### src/rtl/arith_pkg.sv
// Shared definitions for the serial arithmetic blocks.
// Latency: n/a (types, constants and helper functions only).
// Backpressure: n/a.
package arith_pkg;

    // Controller state encoding; the values are fixed so that other blocks
    // and debug tooling can decode the 2-bit state directly.
    typedef enum logic [1:0] {
        IDLE = 2'd0,
        RUN  = 2'd1,
        DONE = 2'd2
    } state_t;

    // Width of a counter that indexes bits 0..w-1. A zero-width counter is
    // not legal, so a 1-bit operand still gets a 1-bit counter.
    function automatic int cnt_bits(input int w);
        return (w > 1) ? $clog2(w) : 1;
    endfunction

endpackage

### src/rtl/full_adder_1bit.sv
// One-bit full adder cell: s = a ^ b ^ c, co = majority(a, b, c).
// Latency: purely combinational, zero cycles.
// Backpressure: none; the cell has no handshake.
//
// Ports:
//   a_i, b_i : operand bits
//   c_i      : carry in
//   s_o      : sum bit
//   c_o      : carry out
module full_adder_1bit (
    input  logic a_i,
    input  logic b_i,
    input  logic c_i,
    output logic s_o,
    output logic c_o
);

    assign s_o = a_i ^ b_i ^ c_i;
    assign c_o = (a_i & b_i) | (a_i & c_i) | (b_i & c_i);

endmodule

### src/rtl/serial_adder.sv
// Bit-serial WIDTH-bit adder: {cout, sum} = a + b + cin, one bit per clock, LSB first.
// Latency: start accepted at edge E0, done pulses after edge E_WIDTH (WIDTH+1 cycles per op back-to-back).
// Backpressure: start is only honoured in IDLE or DONE; it is ignored while busy.
//
// Ports:
//   clk, rst   : clock and asynchronous active-high reset
//   start      : request; accepted on a rising edge in IDLE or DONE
//   a, b, cin  : operands, captured only on the accepting edge
//   busy       : high while the bits are being processed
//   done       : one-cycle pulse, result valid
//   sum, cout  : result, held until the next accepted start
module serial_adder
    import arith_pkg::*;
#(
    parameter int WIDTH = 8
) (
    input  logic             clk,
    input  logic             rst,
    input  logic             start,
    input  logic [WIDTH-1:0] a,
    input  logic [WIDTH-1:0] b,
    input  logic             cin,
    output logic             busy,
    output logic             done,
    output logic [WIDTH-1:0] sum,
    output logic             cout
);

    localparam int            CW   = cnt_bits(WIDTH);
    localparam logic [CW-1:0] LAST = CW'(WIDTH - 1);

    // ------------------------------------------------------------------
    // Control state
    // ------------------------------------------------------------------
    state_t          state_q, state_d;
    logic [CW-1:0]   cnt_q,   cnt_d;

    // ------------------------------------------------------------------
    // Datapath state
    // ------------------------------------------------------------------
    logic [WIDTH-1:0] a_q,     a_d;
    logic [WIDTH-1:0] b_q,     b_d;
    logic [WIDTH-1:0] sum_q,   sum_d;
    logic             carry_q, carry_d;
    logic             cout_q,  cout_d;

    // Bit-slice core outputs
    logic fa_s;
    logic fa_c;

    // A new operation is taken both from IDLE and from DONE, the latter
    // giving back-to-back operation with no idle cycle in between.
    logic accept;
    logic last_bit;

    assign accept   = start && ((state_q == IDLE) || (state_q == DONE));
    assign last_bit = (state_q == RUN) && (cnt_q == LAST);

    full_adder_1bit u_fa (
        .a_i (a_q[0]),
        .b_i (b_q[0]),
        .c_i (carry_q),
        .s_o (fa_s),
        .c_o (fa_c)
    );

    // ------------------------------------------------------------------
    // Next-state and counter
    // ------------------------------------------------------------------
    always_comb begin
        state_d = state_q;
        cnt_d   = cnt_q;

        case (state_q)
            IDLE: begin
                if (start) begin
                    state_d = RUN;
                    cnt_d   = '0;
                end
            end

            RUN: begin
                // The counter stops at LAST rather than wrapping, so it
                // always reads the index of the bit being processed.
                if (cnt_q == LAST) begin
                    state_d = DONE;
                end else begin
                    cnt_d = cnt_q + 1'b1;
                end
            end

            DONE: begin
                if (start) begin
                    state_d = RUN;
                    cnt_d   = '0;
                end else begin
                    state_d = IDLE;
                end
            end

            default: begin
                state_d = IDLE;
                cnt_d   = '0;
            end
        endcase
    end

    always_ff @(posedge clk or posedge rst) begin
        if (rst) begin
            state_q <= IDLE;
            cnt_q   <= '0;
        end else begin
            state_q <= state_d;
            cnt_q   <= cnt_d;
        end
    end

    // ------------------------------------------------------------------
    // Shift-register datapath
    // ------------------------------------------------------------------
    always_comb begin
        a_d     = a_q;
        b_d     = b_q;
        sum_d   = sum_q;
        carry_d = carry_q;
        cout_d  = cout_q;

        if (accept) begin
            a_d     = a;
            b_d     = b;
            carry_d = cin;
            sum_d   = '0;
            cout_d  = 1'b0;
        end else if (state_q == RUN) begin
            a_d     = a_q >> 1;
            b_d     = b_q >> 1;
            carry_d = fa_c;
            // New sum bit enters at the MSB; after WIDTH shifts the first
            // (LSB) result bit has arrived at position 0.
            sum_d            = sum_q >> 1;
            sum_d[WIDTH-1]   = fa_s;
            if (last_bit) begin
                cout_d = fa_c;
            end
        end
    end

    always_ff @(posedge clk or posedge rst) begin
        if (rst) begin
            a_q     <= '0;
            b_q     <= '0;
            sum_q   <= '0;
            carry_q <= 1'b0;
            cout_q  <= 1'b0;
        end else begin
            a_q     <= a_d;
            b_q     <= b_d;
            sum_q   <= sum_d;
            carry_q <= carry_d;
            cout_q  <= cout_d;
        end
    end

    // ------------------------------------------------------------------
    // Outputs: decoded straight from registers, no input-to-output path
    // ------------------------------------------------------------------
    assign busy = (state_q == RUN);
    assign done = (state_q == DONE);
    assign sum  = sum_q;
    assign cout = cout_q;

endmodule
### config.mk
export PLATFORM = sky130hd
export DESIGN_NAME = serial_adder
export DESIGN_NICKNAME = d
export VERILOG_FILES = /design/src/rtl/arith_pkg.sv /design/src/rtl/full_adder_1bit.sv /design/src/rtl/serial_adder.sv
export SDC_FILE = /design/constraint.sdc
export NUM_CORES = 1
export LEC_CHECK = 0
export CAP_MARGIN = 20
export CORE_MARGIN = 2
export CORE_UTILIZATION = 49
export CTS_BUF_LIST = sky130_fd_sc_hd__clkbuf_4
export CTS_CLUSTER_SIZE = 28
export DETAILED_ROUTE_END_ITERATION = 10
export DONT_BUFFER_PORTS = 1
export PLACE_DENSITY = 0.76
export SYNTH_ARGS = -nofsm -noshare
export SYNTH_HDL_FRONTEND = slang
export SYNTH_SLANG_ARGS = --single-unit
### constraint.sdc
create_clock -name clk -period 1.68 [get_ports clk]
set_input_delay 0.336 -clock clk [delete_from_list [all_inputs] [get_ports clk]]
set_output_delay 0.336 -clock clk [all_outputs]
set_load 0.1 [all_outputs]
==> reports/metrics.cfg, run 1 <==
[setup_path]
reg2reg_slack_ps = 260
critPathMaxFanout = 4
path_cells = nor2b_4 > buf_12
cpPeakStageDelay_ps = 450
critPathLaunchType = register
criticalPathCategory = register to output pin
cp.buffers_inverters = 1
worst_ep_required_time_ps = 1340
worstPathArrival_ps = 1230
crit_slowest_cell = dfrtp_1
cp_top_family = flip-flops
endpoint_kind = output pin

[power_and_ir_drop]
leakagePower_uw = 0.0008237
p_sw_uw = 1983
power.density_mw_per_mm2 = 2082
seq_power_share_pct = 33.6
swShare_pct = 49.29
intPower_uw = 2040
p_comb_share_pct = 56.2
pwr-share-clk_pct = 10.2
ir_drop_uv = 857.4

[placement]
dp_cells = 219
post-dp-hpwl_um = 2446
place.gp.congestion = 0.7474
port_buffers = 0
post_dp_cell_area_mm2 = 0.001864

[floorplanning]
die_area_mm2 = 0.004088
die_w_um = 63.94
initial_core_util_pct = 51.94
rows = 21
fp.dieH_um = 63.94
core_area_mm2 = 0.003390
io_pins = 31

[synth]
yosys.area.top_type_share_pct = 44.07
synth_top_area_cell = dfrtp_1
syn_avg_cell_area_um2 = 10.36
netlist_instances = 170
synth_area_mm2 = 0.001760
synth_cell_types = 26
synth-seq-cells = 31
yosysWarnings = 0
yosysSeqAreaShare_pct = 44.07
ys_top_cells_by_area = dfrtp_1 44%, mux2i_1 11%, a211oi_1 5.5%, nor2b_1 5.3%, a21oi_1 4.5%
synth_fp_nets = 193

[cts]
clk_path_buf_depth = 2
cts_tree = done
cts.htree.levels = 2
clk_pin_slew_ps = 90
cts_setup_buffers = 0
clk-insertion-delay-late_ps = 320
clock_sinks = 31
cts_root_buf = clkbuf_4
numCtsBuffers = 5

[timing]
worst_pin_slew_ps = 384.4
period_share_pct = 93.34
skew_ps = 14.96
max_freq_ghz = 0.6377
hold_viol_final = 0
setup_violations = 0
fin_crit_ps = 1568
rsz0062_at_grt = false
fin_tns_setup_ps = 0
slew_viol_final = 0
relSlewSlack_pct = 74.38

[hold_path]
hp-class = input port to register

[global_routing]
grt_pass1_vias = 1333
grt_antenna_before_repair = 0
grt_max_degree = 43
grt_pass1_wl_um = 6072
overflow = 0
track_usage_pct = 19.15

[cells_and_area]
layout-drive-gt1-share_pct = 18.13
syn2layout_area_growth_pct = 9.737
design_area_mm2 = 0.001932
antenna_cells = 0
multi_input_area_um2 = 844.6
fillers = 276
register_area_um2 = 775.7
fin_nets = 204
layoutNonFillerInstCount = 228

[routing]
drtAntennaViolNets = 0
dr.pass1.iters = 4
viasPerCell = 5.500
num_vias = 1254
drt_iter0_drc = 65
drt-total-wl_um = 3468
wire_per_inst_um = 15.21
drcViolationCount = 0

[job]
cap_violations = 0

[run_status]
outcome = finished, final reports clean

## cells by family after synthesis
group / synth area share, %
compound gates: 16.49
xor+xnor: 0.4976
fa+ha+maj: 2.558
buf+inv: 8.387
flops: 44.07
mux: 15.28
simple gates: 12.72
## cells in the mapped netlist (all sizes together)
master,instances
mux2,7
a32oi,1
nand3,3
dfrtp,31
and2b,1
mux2i,19
o21ai,11
nor2,3
a211oi,15
xor2,1
inv,9
nand2b,8
a22o,2
o22ai,1
ha,2
a21oi,16
nand2,10
buf,13
nor2b,16
fa,1
## worst register-to-register path, cell delays in order, from the launching register on
cell      delay, ps
dfrtp_1         410
ha_1            210
ha_1            260
nand2b_1        120
mux2i_1         210
a22o_1          160
## stage by stage
stage	worst slack [ps]	total power [µW]	hold WS (ps)	util [%]
2_1_floorplan	-133.1	3142	439.5	-
3_3_place_gp	375.3	3469	322.2	55.00
3_5_place_dp	258.1	3617	332.3	55.00
4_1_cts	14.67	4035	103.9	56.85
5_1_grt	37.58	4322	91.54	57.00
6_report	112.0	4023	127.7	57.00
## per-layer routing
layer	up-vias	part of all wire, %	track usage (%)
li1	615	-	-
met1	603	42	23.21
met2	30	50	31.12
met3	6	5.3	7.042
met4	0	1.8	7.065
met5	-	0	0
## cell type report
class / instances / share of cell area (%)
Multi-Input combinational cell: 117 / 43.72
Inverter: 9 / 1.749
Sequential cell: 31 / 40.16
Timing Repair Buffer: 17 / 8.679
Clock buffer: 6 / 2.332
Tap cell: 46 / 2.979
Clock inverter: 2 / 0.3886
## path summary, 6_finish.rpt
path	to	cells after the start	from
min	sum[0]$_DFFE_PP0P_	1	start
max in group asynchronous	cnt_q[0]$_DFFE_PP0P_	3	rst
min in group asynchronous	b_q[3]$_DFFE_PP0P_	3	rst
max reg2reg	cout$_DFFE_PP0P_	5	cnt_q[0]$_DFFE_PP0P_
max	busy	2	state_q[0]$_DFFE_PP0P_
min reg2reg	cnt_q[1]$_DFFE_PP0P_	2	cnt_q[1]$_DFFE_PP0P_
## flip-flops by register name, indices dropped and copies added (netlist names)
name     count
carry_q      1
sum          8
cnt_q        3
state_q      2
b_q          8
a_q          8
cout         1
## cell usage in the layout, fill, tap and decap left out, types with 6 or more instances in the layout
master | Yosys | routed
o21ai_0 | 9 | 9
nand2b_1 | 8 | 8
nand2_1 | 10 | 10
inv_1 | 9 | 9
dfrtp_1 | 31 | 31
clkbuf_4 | 0 | 6
nor2b_1 | 15 | 14
a211oi_1 | 13 | 13
buf_4 | 1 | 13
mux2i_1 | 19 | 19
mux2_2 | 7 | 7
a21oi_1 | 16 | 16
## what timing repair did
| action | CTS | global route |
|---|---|---|
| gates resized for setup | 0 | 1 |
| hold buffers | 1 | 0 |
| endpoints found under the hold margin | 31 | 0 |
| endpoints found under the setup margin | 0 | 1 |
## power by group through the flow
| stage | sequential [µW] | combinational (µW) | clock (µW) |
|---|---|---|---|
| after floorplan | 1970 | 1170 | 0 |
| after global placement | 1320 | 2150 | 0 |
| after detailed placement | 1350 | 2260 | 0 |
| after CTS | 1340 | 2270 | 425 |
| after global routing | 1400 | 2460 | 464 |
| final | 1350 | 2260 | 410 |
No activity file was read; power rests on OpenSTA's default activity.
==> run 2: changes to the inputs <==
Settings changed: ABC_AREA set to 0, CORE_ASPECT_RATIO set to 1.75, CORE_MARGIN 2 to 5.
==> run 2 against run 1 <==
Compared with the run above: combinational power down 2%; maximum frequency decreased by 3.7%; critical path depth is the same; clock skew down 6.2 ps; design area down 0.84%.
==> reports/metrics.cfg, run 2 (synthesized netlist as in run 1, its figures left out) <==
[timing]
relSlewSlack_pct = 74.14
slew_viol_final = 0
rsz0062_at_grt = true
period_share_pct = 96.95
hold_viol_final = 0
whs_ps = 111.3
fin_crit_ps = 1629
skew_ps = 8.797
worst_pin_slew_ps = 388.0
setup_violations = 0
max_freq_ghz = 0.6139

[setup_path]
critical_path.startpoint = state_q[0]$_DFFE_PP0P_
r2r_start = cnt_q[0]$_DFFE_PP0P_
ff2ff_path_depth = 5
criticalPathCategory = register to output pin
endpoint_kind = output pin
critPathMaxFanout = 4
worstPathArrival_ps = 1290
worst_ep_required_time_ps = 1340
reg2reg_slack_ps = 280
critPathLaunchType = register
crit_end = busy
timing.rr.end = cout$_DFFE_PP0P_

[floorplanning]
fp.dieH_um = 89.29
die_area_mm2 = 0.004939
io_pins = 31
die_w_um = 55.31
rows = 28
initial_core_util_pct = 51.28
core_area_mm2 = 0.003433

[global_routing]
grt_pass1_vias = 1291
grt_antenna_before_repair = 0
track_usage_pct = 15.37
grt_max_degree = 42
grt_pass1_wl_um = 5940
overflow = 0

[routing]
viasPerCell = 5.527
wl_met1_um = 1361
wire_per_inst_um = 15.42
drtAntennaViolNets = 0
drcViolationCount = 0
drt_iter0_drc = 44
wl_met3_um = 178
highest_layer = met4
met2_length_um = 1876
drt-total-wl_um = 3485
dr.pass1.iters = 3
num_vias = 1249

[cts]
cts_root_buf = clkbuf_4
clk-insertion-delay-late_ps = 330
cts.htree.levels = 2
cts_tree = done
cts_setup_buffers = 0
clk_path_buf_depth = 2
clk_pin_slew_ps = 90
numCtsBuffers = 5
clock_sinks = 31

[job]
cap_violations = 0

[placement]
place.gp.congestion = 0.8298
post-dp-hpwl_um = 2481
port_buffers = 0

[cells_and_area]
fin_nets = 204
syn2layout_area_growth_pct = 8.813
final_cell_mix = 31 x dfrtp_1, 19 x mux2i_1, 16 x a21oi_1
antenna_cells = 0
layout-drive-gt1-share_pct = 18.23
final_common_cell = dfrtp_1
fillers = 321

[hold_path]
min_path_cells = 1
hp-class = input port to register

[power_and_ir_drop]
intPower_uw = 1981
seq_power_share_pct = 34.3
p_comb_share_pct = 55.9
power.total_uw = 3959
power.density_mw_per_mm2 = 2067
p_sw_uw = 1978
leakagePower_uw = 0.0008105
pwr-share-clk_pct = 9.9
swShare_pct = 49.96
ir_drop_uv = 1268

[run_status]
outcome = finished, final reports clean

-- run 2: metrics by stage --
stage	util (%)	cell area (µm²)	setup slack [ps]	setup TNS, ps	instances
6_report	55.79	1916	51.19	0	226
5_1_grt	55.79	1916	-24.19	-27.52	226
4_1_cts	55.69	1912	16.72	0	226
3_5_place_dp	53.90	1851	298.3	0	218
3_3_place_gp	53.90	1851	354.5	0	218
2_1_floorplan	-	1763	-133.1	-689.2	170
-- run 2: timing repair --
item | 4_1_cts | 5_1_grt
hold endpoints to repair | 31 | 0
hold buffers | 1 | 0
setup endpoints to repair | 1 | 2
gates resized for setup | 1 | 1
-- run 2: critical path, stage by stage (launching register included) --
cell,delay [ps]
dfrtp_1,440
nor2b_2,300
buf_12,210
-- run 2: power groups by stage --
| stage | clock network, µW | registers [µW] | logic, µW |
|---|---|---|---|
| 2_1_floorplan | 0 | 1970 | 1170 |
| 3_3_place_gp | 0 | 1330 | 2140 |
| 3_5_place_dp | 0 | 1360 | 2210 |
| 4_1_cts | 405 | 1360 | 2230 |
| 5_1_grt | 437 | 1400 | 2400 |
| 6_report | 391 | 1360 | 2210 |
-- run 2: layout make-up --
| class | instances | area (µm²) | area share (%) |
|---|---|---|---|
| repair buffers | 17 | 158.9 | 8.295 |
| clock buffers | 5 | 37.54 | 1.960 |
| multi-input cells | 117 | 844.6 | 44.09 |
| well taps | 45 | 56.30 | 2.939 |
| flip-flops and latches | 31 | 775.7 | 40.50 |
| inverters | 9 | 33.78 | 1.764 |
| clock inverters | 2 | 8.758 | 0.4572 |
-- run 2: worst min path at each step --
stage,startpoint,endpoint
4_1_cts,start,sum[1]$_DFFE_PP0P_
6_report,start,sum[1]$_DFFE_PP0P_
2_1_floorplan,rst,a_q[0]$_DFFE_PP0P_
3_5_place_dp,rst,b_q[1]$_DFFE_PP0P_
5_1_grt,start,sum[4]$_DFFE_PP0P_
3_3_place_gp,rst,b_q[0]$_DFFE_PP0P_
-- run 2: per-layer routing --
metal  vias up  global-route usage [%]
met2        23                   28.23
li1        617                       -
met1       603                   15.33
met3         6                   5.491
met4         0                   7.522
met5         -                       0
==> run 3: changes to the inputs <==
Settings changed: MAX_ROUTING_LAYER set to met4.
==> run 3 against run 2 <==
Compared with the run above: non-clock buffer count stayed put; sequential power hardly changed; largest power group unchanged; setup slack improved by 1.3 ps; critical endpoint unchanged; die area stayed put; critical path type unchanged; maximum frequency about the same; first-iteration DRC count fell by 27%.
==> reports/metrics.cfg, run 3 (synthesized netlist as in run 1, its figures left out) <==
[setup_path]
criticalPathCategory = register to output pin
endpoint_kind = output pin
crit_slowest_cell = dfrtp_1
worst_ep_required_time_ps = 1340
critPathLaunchType = register
critPathMaxFanout = 4
worstPathArrival_ps = 1290
cpPeakStageDelay_ps = 440
path_cells = nor2b_2 > buf_12

[cells_and_area]
design_area_mm2 = 0.001916
antenna_cells = 0
layout-drive-gt1-share_pct = 18.23
fin_nets = 204
syn2layout_area_growth_pct = 8.813
final_common_cell = dfrtp_1
final_cell_mix = 31 x dfrtp_1, 19 x mux2i_1, 16 x a21oi_1
post-route-util_pct = 55.79

[global_routing]
grt_max_degree = 42
grt_pass1_vias = 1289
track_usage_pct = 15.88
grt_pass1_wl_um = 5940
grt_antenna_before_repair = 0
overflow = 0

[cts]
clk_pin_slew_ps = 90
cts_setup_buffers = 0
cts.htree.levels = 2
clk_path_buf_depth = 2
cts_root_buf = clkbuf_4
cts_tree = done
clk-insertion-delay-late_ps = 330
numCtsBuffers = 5
clock_sinks = 31

[timing]
skew_ps = 8.860
max_freq_ghz = 0.6144
worst_pin_slew_ps = 387.6
period_share_pct = 96.88
setup_violations = 0
hold_viol_final = 0
fin_crit_ps = 1628
slew_viol_final = 0
relSlewSlack_pct = 74.16
rsz0062_at_grt = true

[placement]
post_dp_cell_area_mm2 = 0.001851
port_buffers = 0
place.gp.congestion = 0.8425
post-dp-hpwl_um = 2481

[floorplanning]
die_w_um = 55.31
fp.dieH_um = 89.29
die_area_mm2 = 0.004939
core_area_mm2 = 0.003433
io_pins = 31
initial_core_util_pct = 51.28
rows = 28

[routing]
drt_iter0_drc = 32
drt-total-wl_um = 3486
drcViolationCount = 0
viasPerCell = 5.522
wire_per_inst_um = 15.42
num_vias = 1248
drtAntennaViolNets = 0
dr.pass1.iters = 4

[power_and_ir_drop]
ir_drop_uv = 1268
power.density_mw_per_mm2 = 2066
leakagePower_uw = 0.0008105

[hold_path]
hp-class = input port to register

[job]
cap_violations = 0

[run_status]
outcome = finished, final reports clean

-- run 3: cell counts in the layout (fill, tap and decap cells not counted) --
Identical to the previous run, type by type.
-- run 3: final timing paths --
check	start	endpoint	slack, ps	cells after the start
min in group asynchronous	rst	b_q[7]$_DFFE_PP0P_	520	3
worst max-delay path	state_q[0]$_DFFE_PP0P_	busy	50	2
max in group asynchronous	rst	cnt_q[0]$_DFFE_PP0P_	870	3
worst min register to register	cnt_q[2]$_DFFE_PP0P_	cnt_q[2]$_DFFE_PP0P_	550	2
worst max register to register	cnt_q[0]$_DFFE_PP0P_	cout$_DFFE_PP0P_	270	5
worst min-delay path	start	sum[1]$_DFFE_PP0P_	110	1
-- run 3: per-layer routing --
layer | vias to the layer above | part of all wire [%] | GRT usage [%]
met5 | - | 0 | -
met4 | 0 | 1.8 | 7.522
met3 | 6 | 5.5 | 5.491
met2 | 25 | 54 | 28.23
met1 | 602 | 38 | 15.42
li1 | 615 | - | -
-- run 3: repair_timing --
action,in CTS,in global routing
hold buffers,1,0
hold endpoints to repair,31,0
endpoints found under the setup margin,1,2
gates resized for setup,1,1
-- run 3: through the flow --
stage	instances	hold slack, ps	setup WS (ps)	setup TNS (ps)	power (µW)
after detailed placement	218	336.3	298.3	0	3574
final	226	110.2	52.46	0	3958
after global routing	226	90.58	-24.18	-27.51	4241
after CTS	226	94.40	16.72	0	3990
after floorplan	170	439.5	-133.1	-689.2	3142
after global placement	218	323.9	354.5	0	3463
-- run 3: cell type report --
type / instances / area, µm²
fill: 321 / 1518
multi-input combinational: 117 / 844.6
inverter: 9 / 33.78
timing repair buffer: 17 / 158.9
sequential: 31 / 775.7
tap: 45 / 56.30
clock inverter: 2 / 8.758
clock buffer: 5 / 37.54
-- run 3: power breakdown --
group,internal (µW),switching [µW],total [µW]
registers,1090,271,1360
logic,748,1460,2210
clock network,148,244,391
total,1980,1980,3960
-- run 3: worst max-delay path: cells and delay by family, from the launching register on --
kind	cells	cell delay (ps)
simple gates	1	300
buf+inv	1	210
flops	1	440
